File: src/rtl/bird_pkg.sv
// Shared definitions for the bird controller: game states, default physics
// constants and the UART key codes used when BIRD_UART_FLAP_EN is defined.
package bird_pkg;

    typedef enum logic [1:0] {
        ST_IDLE = 2'd0,
        ST_PLAY = 2'd1,
        ST_DEAD = 2'd2
    } state_e;

    localparam int unsigned DEF_HMAX      = 800;
    localparam int unsigned DEF_VMAX      = 525;
    localparam int unsigned DEF_V_ACTIVE  = 480;
    localparam int unsigned DEF_BIRD_X    = 100;
    localparam int unsigned DEF_BIRD_SIZE = 16;
    localparam int unsigned DEF_START_Y   = 232;
    localparam int unsigned DEF_GRAVITY   = 1;
    localparam int unsigned DEF_FLAP_VEL  = 6;
    localparam int unsigned DEF_VEL_MAX   = 8;
    localparam int unsigned DEF_Y_W       = 10;

    localparam logic [7:0] KEY_FLAP  = 8'h20;
    localparam logic [7:0] KEY_START = 8'h0D;

endpackage

File: src/rtl/bird_physics.sv
// Per-frame bird physics: gravity or flap impulse, terminal-velocity clamp,
// position update and ceiling/floor clamp with a hit flag.
module bird_physics #(
    parameter int unsigned Y_W       = 10,
    parameter int unsigned V_ACTIVE  = 480,
    parameter int unsigned BIRD_SIZE = 16,
    parameter int unsigned GRAVITY   = 1,
    parameter int unsigned FLAP_VEL  = 6,
    parameter int unsigned VEL_MAX   = 8
) (
    input  logic                  flap,
    input  logic [Y_W-1:0]        y,
    input  logic signed [Y_W-1:0] vel,
    output logic signed [Y_W-1:0] vel_next,
    output logic [Y_W-1:0]        y_next,
    output logic                  hit
);
    localparam int unsigned S_W = Y_W + 1;
    localparam logic signed [S_W-1:0] GRAV_S    = S_W'(GRAVITY);
    localparam logic signed [S_W-1:0] VEL_MAX_S = S_W'(VEL_MAX);
    localparam logic signed [S_W-1:0] FLAP_S    = -(S_W'(FLAP_VEL));
    localparam logic signed [S_W-1:0] FLOOR_S   = S_W'(V_ACTIVE - BIRD_SIZE);

    logic signed [S_W-1:0] vel_ext;
    logic signed [S_W-1:0] vel_inc;
    logic signed [S_W-1:0] vel_new;
    logic signed [S_W-1:0] y_sum;

    always_comb begin
        vel_ext = {vel[Y_W-1], vel};
        vel_inc = vel_ext + GRAV_S;
        if (flap) begin
            vel_new = FLAP_S;
        end else if (vel_inc > VEL_MAX_S) begin
            vel_new = VEL_MAX_S;
        end else begin
            vel_new = vel_inc;
        end

        // Sum in one extra signed bit so a rise past row 0 shows up negative.
        y_sum    = $signed({1'b0, y}) + vel_new;
        vel_next = vel_new[Y_W-1:0];
        hit      = 1'b0;
        y_next   = y_sum[Y_W-1:0];
        if (y_sum < 0) begin
            y_next = '0;
            hit    = 1'b1;
        end else if (y_sum > FLOOR_S) begin
            y_next = Y_W'(V_ACTIVE - BIRD_SIZE);
            hit    = 1'b1;
        end
    end

endmodule

File: src/rtl/bird_ctrl_core.sv
// Bird controller: IDLE/PLAY/DEAD game FSM, per-frame position/velocity
// registers and the registered bird draw signal. Option: BIRD_UART_FLAP_EN.
module bird_ctrl_core
    import bird_pkg::*;
#(
    parameter int unsigned HMAX      = DEF_HMAX,
    parameter int unsigned VMAX      = DEF_VMAX,
    parameter int unsigned V_ACTIVE  = DEF_V_ACTIVE,
    parameter int unsigned BIRD_X    = DEF_BIRD_X,
    parameter int unsigned BIRD_SIZE = DEF_BIRD_SIZE,
    parameter int unsigned START_Y   = DEF_START_Y,
    parameter int unsigned GRAVITY   = DEF_GRAVITY,
    parameter int unsigned FLAP_VEL  = DEF_FLAP_VEL,
    parameter int unsigned VEL_MAX   = DEF_VEL_MAX,
    parameter int unsigned Y_W       = DEF_Y_W
) (
    input  logic                    i_Clk,
    input  logic                    i_Reset_n,
    input  logic [$clog2(HMAX)-1:0] i_H_count,
    input  logic [$clog2(VMAX)-1:0] i_V_count,
    input  logic                    i_Frame_start,
    input  logic                    i_Start,
    input  logic                    i_Flap,
`ifdef BIRD_UART_FLAP_EN
    input  logic                    i_RX_DV,
    input  logic [7:0]              i_RX_Byte,
`endif
    output logic                    o_Draw_Bird,
    output logic [Y_W-1:0]          o_Bird_Y,
    output logic [1:0]              o_State,
    output logic                    o_Dead,
    output logic [7:0]              o_Flap_Count
);
    localparam int unsigned C_W = 16;

    state_e                state_q, state_d;
    logic [Y_W-1:0]        y_q, y_d;
    logic signed [Y_W-1:0] vel_q, vel_d;
    logic                  flap_pend_q, flap_pend_d;
    logic [7:0]            cnt_q, cnt_d;
    logic                  draw_q, draw_d;
    logic                  dead_q, dead_d;

    logic                  start_c;
    logic                  flap_c;
    logic                  flap_eff_c;
    logic signed [Y_W-1:0] phys_vel_c;
    logic [Y_W-1:0]        phys_y_c;
    logic                  phys_hit_c;
    logic [C_W-1:0]        h_ext_c, v_ext_c, y_ext_c;
    logic                  in_box_c;

`ifdef BIRD_UART_FLAP_EN
    assign start_c = i_Start | (i_RX_DV && (i_RX_Byte == KEY_START));
    assign flap_c  = i_Flap  | (i_RX_DV && (i_RX_Byte == KEY_FLAP));
`else
    assign start_c = i_Start;
    assign flap_c  = i_Flap;
`endif

    // A flap arriving on the tick itself still counts for that tick.
    assign flap_eff_c = flap_pend_q | flap_c;

    bird_physics #(
        .Y_W      (Y_W),
        .V_ACTIVE (V_ACTIVE),
        .BIRD_SIZE(BIRD_SIZE),
        .GRAVITY  (GRAVITY),
        .FLAP_VEL (FLAP_VEL),
        .VEL_MAX  (VEL_MAX)
    ) u_physics (
        .flap    (flap_eff_c),
        .y       (y_q),
        .vel     (vel_q),
        .vel_next(phys_vel_c),
        .y_next  (phys_y_c),
        .hit     (phys_hit_c)
    );

    always_comb begin
        h_ext_c  = C_W'(i_H_count);
        v_ext_c  = C_W'(i_V_count);
        y_ext_c  = C_W'(y_q);
        in_box_c = (h_ext_c >= C_W'(BIRD_X)) &&
                   (h_ext_c <  C_W'(BIRD_X + BIRD_SIZE)) &&
                   (v_ext_c >= y_ext_c) &&
                   (v_ext_c <  y_ext_c + C_W'(BIRD_SIZE));
    end

    always_comb begin
        state_d     = state_q;
        y_d         = y_q;
        vel_d       = vel_q;
        flap_pend_d = flap_pend_q;
        cnt_d       = cnt_q;
        draw_d      = in_box_c;

        unique case (state_q)
            ST_IDLE: begin
                y_d         = Y_W'(START_Y);
                vel_d       = '0;
                flap_pend_d = 1'b0;
                if (start_c) begin
                    state_d = ST_PLAY;
                    cnt_d   = '0;
                end
            end
            ST_PLAY: begin
                if (i_Frame_start) begin
                    y_d         = phys_y_c;
                    vel_d       = phys_vel_c;
                    flap_pend_d = 1'b0;
                    if (flap_eff_c && (cnt_q != 8'hFF)) begin
                        cnt_d = cnt_q + 8'd1;
                    end
                    if (phys_hit_c) begin
                        state_d = ST_DEAD;
                    end
                end else if (flap_c) begin
                    flap_pend_d = 1'b1;
                end
            end
            ST_DEAD: begin
                flap_pend_d = 1'b0;
                if (start_c) begin
                    state_d = ST_IDLE;
                    y_d     = Y_W'(START_Y);
                    vel_d   = '0;
                end
            end
            default: begin
                state_d = ST_IDLE;
            end
        endcase

        dead_d = (state_d == ST_DEAD);
    end

    always_ff @(posedge i_Clk or negedge i_Reset_n) begin
        if (!i_Reset_n) begin
            state_q     <= ST_IDLE;
            y_q         <= Y_W'(START_Y);
            vel_q       <= '0;
            flap_pend_q <= 1'b0;
            cnt_q       <= '0;
            draw_q      <= 1'b0;
            dead_q      <= 1'b0;
        end else begin
            state_q     <= state_d;
            y_q         <= y_d;
            vel_q       <= vel_d;
            flap_pend_q <= flap_pend_d;
            cnt_q       <= cnt_d;
            draw_q      <= draw_d;
            dead_q      <= dead_d;
        end
    end

    assign o_Draw_Bird  = draw_q;
    assign o_Bird_Y     = y_q;
    assign o_State      = state_q;
    assign o_Dead       = dead_q;
    assign o_Flap_Count = cnt_q;

endmodule

File: config.mk
export PLATFORM = sky130hd
export DESIGN_NAME = bird_ctrl_core
export DESIGN_NICKNAME = d
export VERILOG_FILES = /design/src/rtl/bird_pkg.sv /design/src/rtl/bird_physics.sv /design/src/rtl/bird_ctrl_core.sv
export SDC_FILE = /design/constraint.sdc
export NUM_CORES = 1
export LEC_CHECK = 0
export CORE_MARGIN = 3
export CORE_UTILIZATION = 30
export DETAILED_ROUTE_END_ITERATION = 6
export DONT_BUFFER_PORTS = 1
export PLACE_DENSITY = 0.52
export SLEW_MARGIN = 20
export SYNTH_ARGS = -nofsm -noshare
export SYNTH_HDL_FRONTEND = slang
export SYNTH_SLANG_ARGS = --single-unit
File: constraint.sdc
create_clock -name i_Clk -period 10.2 [get_ports i_Clk]
set_input_delay 1.53 -clock i_Clk [delete_from_list [all_inputs] [get_ports i_Clk]]
set_output_delay 1.53 -clock i_Clk [all_outputs]
set_load 0.05 [all_outputs]
==> impl_metrics.csv <==
group,metric,value,unit
outcome,status,"finished clean",
sta,fmax,0.1989,GHz
route,vias_per_cell,5.518,
place,dp.cells,426,
yosys,yosysUniqueCellTypes,58,
hold_path,hold_start,"flap_pend_q",
yosys,ys_seq_area_share,29.56,%
grt,grt_usage,13.51,%
clocking,cts_tree,"built",
setup_path,critical_path.top_delay_family,"compound AO/OA/AOI/OAI gates",
final_layout,fin_util,34.42,%
route,totalWireLength,6898,um
grt,grt_pass1_vias,2287,
floorplan,die_w,102.8,um
setup_path,timing.rr.start,"vel_q[0]",
floorplan,die_y,102.8,um
place,hpwl,5251,um
sta,tns,0,ns
sta,setup_ws,5.172,ns
yosys,synthesis.area,2810,sq um
floorplan,dieArea,10560,sq um
route,drt_iter0_markers,107,
hold_path,hp-class,"reg2reg",
clocking,postCtsSetupRepairBufs,0,
clocking,cts.sinks,33,
setup_path,cp_cell_sequence,"nor2_1 -> nand2_1 -> nor2_1 -> ha_1 -> inv_1 -> fa_1 -> nor2b_1 -> o2111ai_1 -> a41oi_1 -> nor4_4 -> a311oi_4 -> a211oi_2 -> a32o_1",
flow_run,max_cap_viol_count,0,
place,gp_congestion,0.8201,
final_layout,area_delta_synth_final,8.905,%
pwr,leakage,0.001316,uW
sta,relSlewSlack,29.82,%
floorplan,initial_core_util,31.61,%
setup_path,startpoint,"i_Flap",
yosys,synth_seq_cells,33,
sta,finalCritPeriodShare,49.29,%
place,io_buffers,0,
grt,grt_max_degree,34,
final_layout,final_cells,434,
final_layout,n_fill_cell,908,
yosys,postSynthCellCount,321,
route,drc,0,
grt,grt_remaining_overflow,0,
place,dp_slack,4.877,ns
pwr,power_density,304.5,nW/um^2
clocking,h-tree-depth,2,
yosys,yosys_warnings,0,
clocking,postCtsHoldBufs,0,
yosys,synth_async_sr_flop_share,100.0,%
pwr,peakVddDrop,130.8,uV
grt,antenna_found_initial,0,
route,wl_per_cell,15.89,um
final_layout,layout_commonest_cell,"nand2_1",
yosys,synth_nets,377,
floorplan,design.core.area,8891,sq um
sta,slew_violations,0,
final_layout,final_cell_mix,"nand2_1, ha_1, dfrtp_1, nor2_1, o21ai_0",
yosys,synth_top_flop_cell,"dfrtp_1",
clocking,cts_buffer_depth,2,
sta,holdWs,0.5144,ns
setup_path,cp.arrival,5.21,ns
setup_path,cp-end-kind,"flop",
clocking,cts_resized,0,
sta,layout_min_cycle_time,5.028,ns
setup_path,critical_path_buf_inv_count,1,
sta,setup_viol,0,
sta,rsz0062_at_grt,"no",
sta,hold_viol_final,0,
clocking,cts_root_buffer,"clkbuf_8",
sta,finClkSkew,0.007280,ns
route,first_pass_iters,4,
setup_path,cp.required,10.38,ns
clocking,clk_latency,0.29,ns
grt,grt_pass1_wl,11270,um
route,detail-route-antenna-nets,0,
setup_path,worstSetupPathType,"in2reg",
setup_path,crit_top_cell,"nor2_1",
floorplan,io_pins,47,
sta,tightest_slew,1.049,ns
yosys,synth_edf_count,0,
yosys,synth_area_per_cell,8.755,sq um
setup_path,critPathMaxFanout,15,
setup_path,cpPeakStageDelay,0.78,ns
final_layout,antenna_cells,0,
clocking,clkTransAtPathRegs,0.08,ns
final_layout,drive_above_1_share,8.282,%
setup_path,cp_slowest_cell,"nor2_1",
setup_path,cp-start-kind,"input port",
floorplan,rows,34,
final_layout,final_nets,381,
route,vias,2395,
clocking,numCtsBuffers,5,
==> final timing paths <==
kind,endpoint,slack (ns),cells after the start
min,flap_pend_q,0.51,2
max reg2reg,o_Bird_Y[2],5.29,18
max,o_Bird_Y[2],5.17,13
max in group asynchronous,o_Bird_Y[6],9.09,0
min in group asynchronous,o_State[0],0.93,0
min reg2reg,flap_pend_q,0.51,2
==> sequential cells by signal (all words and copies together), names as in the netlist <==
name	count
o_Bird_Y	10
vel_q	10
o_Flap_Count	8
o_State	2
flap_pend_q	1
o_Dead	1
o_Draw_Bird	1
==> cell type report <==
type                            count  area, sq um  area share [%]
Tap cell                          108        135.1           4.415
Multi-Input combinational cell    263         1884           61.57
Inverter                           20        75.07           2.453
Clock inverter                      2        37.54           1.226
Sequential cell                    33        830.8           27.15
Clock buffer                        6        82.58           2.698
Timing Repair Buffer                2        15.01          0.4906
==> synthesized netlist by cell type (all sizes together) (3+ instances only) <==
master,number,area [sq um]
nor2b,6,37.54
a22oi,3,27.52
xnor2,15,131.4
nor4,5,46.29
nand3,13,70.07
nand2,36,145.1
a21oi,15,75.07
o211a,3,30.03
dfrtp,29,725.7
and3,3,18.77
a211oi,4,40.03
o21ai,25,125.1
a32o,3,30.03
a22o,5,43.79
nor3,9,45.04
o211ai,4,30.03
o2111ai,4,35.03
xor2,9,78.83
clkbuf,4,15.01
o21a,6,45.04
or3,3,18.77
dfstp,4,105.1
inv,20,75.07
nor2,25,93.84
a21o,4,30.03
ha,30,375.4
==> power by group <==
group | internal [uW] | switching, uW
sequential | 170 | 127
combinational | 207 | 295
clock | 79.5 | 53.6
==> kinds of logic (layout without fill, tap and decap cells) <==
kind of cell             after synthesis  in the layout  share of synthesized area, %
AND/OR/NAND/NOR                      110            110                         19.55
AO/OA/AOI/OAI                         97             97                         25.60
flip-flops                            33             33                         29.56
adder cells (fa/ha/maj)               31             31                         14.07
buffers and inverters                 25             30                         3.383
XOR/XNOR                              24             24                         7.480
multiplexers                           1              1                        0.3562
==> metrics by stage <==
| stage | power (uW) | cell area [sq um] |
|---|---|---|
| floorplan | 679.6 | 2810 |
| global placement | 790.0 | 2940 |
| detailed placement | 795.8 | 2940 |
| CTS | 936.2 | 3060 |
| global route | 1009 | 3060 |
| finish | 931.8 | 3060 |
==> layer usage <==
layer	global-route usage, %	share of wire (%)	vias to the layer above
li1	-	-	1199
met1	18.81	49	1139
met2	20.95	44	52
met3	3.992	6.3	5
met4	2.689	0.80	0
met5	0	0	-
==> worst register-to-register path: stages (launching register included) <==
cell	delay (ns)
dfrtp_1	0.47
ha_1	0.33
and3b_1	0.21
a2111oi_0	0.36
o22a_1	0.22
o2111ai_1	0.12
nand2_1	0.26
nand2_1	0.12
nor2_1	0.17
ha_1	0.20
inv_1	0.06
fa_1	0.40
nor2b_1	0.19
o2111ai_1	0.20
a41oi_1	0.54
nor4_4	0.07
a311oi_4	0.44
a211oi_2	0.16
a32o_1	0.30
(Power assumes the default switching activity.)
